==> src/rtl/maxmin_reducer_pkg.sv <==
// Shared state encoding and default geometry for the max/min reduction block.
// No logic; state constants kept as plain localparams for legacy tooling.
package maxmin_reducer_pkg;

  localparam int DEFAULT_WIDTH = 32;
  localparam int DEFAULT_LEN_W = 8;

  typedef logic [1:0] state_t;

  localparam state_t S_IDLE  = 2'd0;
  localparam state_t S_ACCUM = 2'd1;
  localparam state_t S_DONE  = 2'd2;

endpackage

==> src/rtl/maxmin_reducer_ext_cmp.sv <==
// Combinational "b strictly better than a" compare, zero latency, no flow control.
// Signed or unsigned, min or max, always over the full WIDTH bits.
module ext_cmp
  import maxmin_reducer_pkg::*;
#(
  parameter int WIDTH = DEFAULT_WIDTH
) (
  input  logic [WIDTH-1:0] a,
  input  logic [WIDTH-1:0] b,
  input  logic             is_signed,
  input  logic             is_min,
  output logic             better
);

  logic b_lt_a;
  logic b_gt_a;

  always_comb begin
    b_lt_a = 1'b0;
    b_gt_a = 1'b0;
    if (is_signed) begin
      b_lt_a = $signed(b) < $signed(a);
      b_gt_a = $signed(b) > $signed(a);
    end else begin
      b_lt_a = b < a;
      b_gt_a = b > a;
    end
  end

  // Strict compare so ties keep the earlier element.
  assign better = is_min ? b_lt_a : b_gt_a;

endmodule

==> src/rtl/maxmin_reducer.sv <==
// Streams len elements and reports the extreme value and its index; result valid the cycle after the last beat.
// Input stalls on in_valid gaps; the result is held in DONE until out_ready, start ignored while busy.
module maxmin_reducer
  import maxmin_reducer_pkg::*;
#(
  parameter int WIDTH = DEFAULT_WIDTH,
  parameter int LEN_W = DEFAULT_LEN_W
) (
  input  logic             clk,
  input  logic             reset_n,
  input  logic             start,
  input  logic [LEN_W-1:0] len,
  input  logic             is_signed,
  input  logic             is_min,
  output logic             busy,
  input  logic             in_valid,
  output logic             in_ready,
  input  logic [WIDTH-1:0] in_data,
  output logic             out_valid,
  input  logic             out_ready,
  output logic [WIDTH-1:0] out_value,
  output logic [LEN_W-1:0] out_index,
  output logic             out_empty
);

  state_t           state;
  logic [LEN_W-1:0] len_q;
  logic             signed_q;
  logic             min_q;
  logic [LEN_W-1:0] cnt;
  logic             better;
  logic             accept;

  assign busy      = (state != S_IDLE);
  assign in_ready  = (state == S_ACCUM);
  assign out_valid = (state == S_DONE);
  assign accept    = in_valid && in_ready;

  ext_cmp #(.WIDTH(WIDTH)) u_cmp (
    .a         (out_value),
    .b         (in_data),
    .is_signed (signed_q),
    .is_min    (min_q),
    .better    (better)
  );

  always_ff @(posedge clk or negedge reset_n) begin
    if (!reset_n) begin
      state     <= S_IDLE;
      len_q     <= '0;
      signed_q  <= 1'b0;
      min_q     <= 1'b0;
      cnt       <= '0;
      out_value <= '0;
      out_index <= '0;
      out_empty <= 1'b0;
    end else begin
      case (state)
        S_IDLE: begin
          if (start) begin
            len_q     <= len;
            signed_q  <= is_signed;
            min_q     <= is_min;
            cnt       <= '0;
            out_value <= '0;
            out_index <= '0;
            out_empty <= (len == '0);
            state     <= (len == '0) ? S_DONE : S_ACCUM;
          end
        end
        S_ACCUM: begin
          if (accept) begin
            // First beat seeds the result regardless of the compare.
            if (cnt == '0 || better) begin
              out_value <= in_data;
              out_index <= cnt;
            end
            out_empty <= 1'b0;
            cnt       <= cnt + LEN_W'(1);
            // Compare before incrementing so len = all-ones never wraps.
            if (cnt == len_q - LEN_W'(1)) begin
              state <= S_DONE;
            end
          end
        end
        S_DONE: begin
          if (out_ready) begin
            state <= S_IDLE;
          end
        end
        default: state <= S_IDLE;
      endcase
    end
  end

endmodule

==> config.mk <==
export PLATFORM = sky130hd
export DESIGN_NAME = maxmin_reducer
export DESIGN_NICKNAME = d
export VERILOG_FILES = /design/src/rtl/maxmin_reducer_pkg.sv /design/src/rtl/maxmin_reducer_ext_cmp.sv /design/src/rtl/maxmin_reducer.sv
export SDC_FILE = /design/constraint.sdc
export NUM_CORES = 1
export LEC_CHECK = 0
export BUFFER_PORTS_ARGS = -buffer_cell sky130_fd_sc_hd__buf_2
export CAP_MARGIN = 20
export CORE_ASPECT_RATIO = 0.5
export CORE_MARGIN = 4
export CORE_UTILIZATION = 59
export CTS_BUF_LIST = sky130_fd_sc_hd__clkbuf_8
export CTS_CLUSTER_SIZE = 12
export DETAILED_ROUTE_END_ITERATION = 12
export PLACE_DENSITY = 0.88
export SYNTH_ARGS = -nofsm -noshare
export SYNTH_HDL_FRONTEND = slang
export SYNTH_SLANG_ARGS = --single-unit
==> constraint.sdc <==
create_clock -name clk -period 4.29 [get_ports clk]
set_input_delay 0.429 -clock clk [delete_from_list [all_inputs] [get_ports clk]]
set_output_delay 0.429 -clock clk [all_outputs]
set_load 0.05 [all_outputs]
==> flow_metrics.tcl <==
set metrics [dict create \
    run_status "complete, no violations" \
    setup_viol 0 \
    pre_cts_ws_ns 0.869 \
    ir_worst_vdd_mv 0.531 \
    start_util_pct 61.4 \
    grt_max_degree 62 \
    yosysWarnings 0 \
    yosysUniqueCellTypes 44 \
    viasPerCell 5.94 \
    cts_buffer_depth 2 \
    max_slew_margin_pct 29.4 \
    io_pins 91 \
    ctsHoldBuffers 0 \
    synthesis.area_sq_mm 0.00339 \
    first_pass_iters 5 \
    die_area_sq_mm 0.00709 \
    final-hold-violation-count 0 \
    end_kind "flip-flop" \
    nets 500 \
    multi_input_area_sq_mm 0.00167 \
    num_vias 2942 \
    cts_setup_buffers 0 \
    wl_um 8680 \
    p_clk_share_pct 16.1 \
    start_kind "flip-flop" \
    row_count 19 \
    slew_violations 0 \
    syn_nets 409 \
    synth_area_per_cell_sq_um 10.4 \
    cp.arrival_ns 3.72 \
    final.setup.worst_slack_ns 0.851 \
    cts.repair.resized 0 \
    dp_hpwl_um 6210 \
    seqPwrFrac_pct 31.7 \
    placed_cells 480 \
    grt_use_total_pct 25.6 \
    n_antenna_cell 0 \
    clkSlewWorstSetupHoldPaths_ns 0.07 \
    die_w_um 115 \
    htreeDepth 3 \
    numClockSinks 61 \
    cts_root_buffer "clkbuf_8" \
    antenna_found_initial 0 \
    grt-ovfl-total 0 \
    syn-instance-count 327 \
    clock_skew_ns 0.00681 \
    r2r-start "out_value[1]$_DFFE_PN0P_" \
    internal_power_mw 1.51 \
    leakage_nw 2.10 \
    area_delta_synth_final_pct 20.2 \
    swShare_pct 48.2 \
    p_per_area_mw_per_mm2 715 \
    final.setup.tns_ns 0 \
    avgRoutedWirePerCell_um 17.5 \
    fin_cells 495 \
    clkLatencyLatePin_ns 0.36 \
    grt_pass1_wl_um 13700 \
    fin_crit_sh_pct 80.2 \
    first_iter_violations 232 \
    regArea_sq_mm 0.00153 \
    rsz0062_at_grt "false" \
    drtAntennaViolNets 0 \
    ys_ff_latch 61 \
    r2r_cells 10 \
    route.detailed.drc 0 \
    whs_ns 0.223 \
    place_congestion 0.798 \
    p_total_mw 2.91 \
    yosysSeqAreaShare_pct 45.1 \
    r2r_slack_ns 0.85 \
    grt_pass1_vias 2856 \
    die_h_um 61.6 \
    min_period_ns 3.44 \
    cts_made_buffers 9 \
    maxCapViolations 0 \
    p_sw_mw 1.41 \
    required_ns 4.58 \
    core_sq_mm 0.00552 \
    worst_pin_slew_ns 1.06 \
    combPwrFrac_pct 52.2 \
    rr_endpoint "out_value[9]$_DFFE_PN0P_" \
    hold_path.class "primary input to asynchronous set/reset pin" \
    worst-path-max-fanout 40 \
    port_buffers 90 \
    crit_type "flip-flop to flip-flop" \
    fillerInstances 388 \
    drive_gt1_share_pct 27.3 \
    fmax_mhz 291 \
    cts_tree "built" \
]
==> registers in the layout (all words and copies together) (netlist names) <==
register	cells
out_index	8
signed_q	1
len_q	8
out_empty	1
min_q	1
state	2
cnt	8
out_value	32
==> worst max-delay path: stages, from the launching register on <==
cell and delay, ns:
dfrtp_1 0.37, inv_1 0.05, ha_1 0.29, nor2b_1 0.16, o211ai_1 0.12, a2111oi_0 0.52
o311a_1 0.24, o21ba_1 0.15, mux2i_1 0.37, a31o_2 0.82, a22o_1 0.26
==> metal layers <==
layer / global-route usage (%) / up-vias / wire length [um]
met2: 44.7 / 96 / 4360
met5: 0 / - / 0
met3: 8.64 / 24 / 540
met4: 10.0 / 0 / 194
li1: - / 1356 / -
met1: 30.0 / 1466 / 3590
==> cell type report <==
type                            instances  share of cell area, %
Clock buffer                           12                   4.06
Sequential cell                        61                   37.5
Inverter                               39                   3.59
Tap cell                               73                   2.24
Multi-Input combinational cell        215                   40.9
Timing Repair Buffer                   92                   11.4
Clock inverter                          3                  0.307
==> cell usage after synthesis <==
| master | number | area [sq um] |
|---|---|---|
| dfrtp_1 | 61 | 1530 |
| a22o_1 | 41 | 359 |
| inv_1 | 39 | 146 |
| ha_1 | 35 | 438 |
| nand2_1 | 19 | 71.3 |
| a21oi_1 | 17 | 85.1 |
| nor2_1 | 15 | 56.3 |
| nand4_1 | 10 | 62.6 |
| xor2_1 | 9 | 78.8 |
| nand3_1 | 8 | 40.0 |
| mux2_2 | 7 | 78.8 |
| xnor2_1 | 7 | 61.3 |
| nor2b_1 | 6 | 37.5 |
| o21ai_0 | 6 | 30.0 |
| clkbuf_1 | 5 | 18.8 |
| nor3_1 | 5 | 25.0 |
| buf_2 | 4 | 20.0 |
| a31oi_1 | 2 | 12.5 |
| mux2i_1 | 2 | 20.0 |
| nand2b_1 | 2 | 12.5 |
| nor4_1 | 2 | 12.5 |
| o21a_1 | 2 | 15.0 |
| or4_1 | 2 | 15.0 |
| a2111oi_0 | 1 | 8.76 |
| a21o_1 | 1 | 7.51 |
| a221o_1 | 1 | 10.0 |
| a221oi_1 | 1 | 8.76 |
| a2bb2oi_1 | 1 | 8.76 |
| a31o_2 | 1 | 8.76 |
| and2_1 | 1 | 6.26 |
| and3_1 | 1 | 6.26 |
| buf_1 | 1 | 3.75 |
| buf_4 | 1 | 7.51 |
| buf_6 | 1 | 11.3 |
| nand3b_1 | 1 | 7.51 |
| nor4b_1 | 1 | 8.76 |
| o211ai_1 | 1 | 7.51 |
| o21ai_1 | 1 | 5.00 |
| o21ba_1 | 1 | 10.0 |
| o22ai_1 | 1 | 6.26 |
| o311a_1 | 1 | 10.0 |
| o311ai_0 | 1 | 8.76 |
| o31ai_1 | 1 | 7.51 |
| or2_2 | 1 | 6.26 |
==> worst max-delay path by stage <==
stage | cells after the start | startpoint | slack (ns) | end
6_report | 10 | out_value[1]$_DFFE_PN0P_ | 0.85 | out_value[9]$_DFFE_PN0P_
2_1_floorplan | 12 | out_value[14]$_DFFE_PN0P_ | 1.33 | out_value[13]$_DFFE_PN0P_
4_1_cts | 10 | out_value[14]$_DFFE_PN0P_ | 1.0 | out_value[9]$_DFFE_PN0P_
3_3_place_gp | 10 | in_data[14] | 0.99 | out_index[0]$_DFFE_PN0P_
3_5_place_dp | 10 | in_data[5] | 0.87 | out_index[0]$_DFFE_PN0P_
5_1_grt | 10 | out_value[14]$_DFFE_PN0P_ | 0.77 | out_index[0]$_DFFE_PN0P_
==> stage by stage <==
step           cell area [sq um]  util, %
2_1_floorplan               3390        -
3_3_place_gp                3890     70.6
3_5_place_dp                3890     70.6
4_1_cts                     4070     73.8
5_1_grt                     4070     73.8
6_report                    4070     73.8
==> power groups by stage <==
| stage | Combinational [mW] | Sequential, mW | Clock, mW |
|---|---|---|---|
| floorplan | 0.789 | 1.26 | 0 |
| global placement | 1.42 | 0.910 | 0 |
| detailed placement | 1.50 | 0.927 | 0 |
| CTS | 1.52 | 0.919 | 0.475 |
| global route | 1.64 | 0.947 | 0.503 |
| finish | 1.52 | 0.924 | 0.469 |
==> cell families after synthesis <==
kind of cell / share of synthesized area [%]
AOI/OAI and AO/OA: 18.0
and+or+nand+nor: 10.9
xor gates and xnor gates: 4.14
buffers and inverters: 6.13
muxes: 2.92
DFF: 45.1
adders and majority gates: 12.9
==> cells in the final DEF (no fill, tap or decap), types with 2 or more instances in the layout <==
master | synthesis | layout
mux2_2 | 7 | 7
nor2b_1 | 6 | 6
o21ai_0 | 6 | 6
clkbuf_8 | 0 | 12
nor3_1 | 5 | 5
a21oi_1 | 17 | 16
nand4_1 | 10 | 10
ha_1 | 35 | 35
o21a_1 | 2 | 2
buf_4 | 1 | 2
mux2i_1 | 2 | 2
nand2b_1 | 2 | 2
nor2_1 | 15 | 15
nand2_1 | 19 | 19
inv_1 | 39 | 41
dfrtp_1 | 61 | 61
a31oi_1 | 2 | 2
xnor2_1 | 7 | 7
nor4_1 | 2 | 2
or4_1 | 2 | 2
xor2_1 | 9 | 9
a22o_1 | 41 | 41
buf_2 | 4 | 90
nand3_1 | 8 | 8
Power figures use the tool's default switching activity.
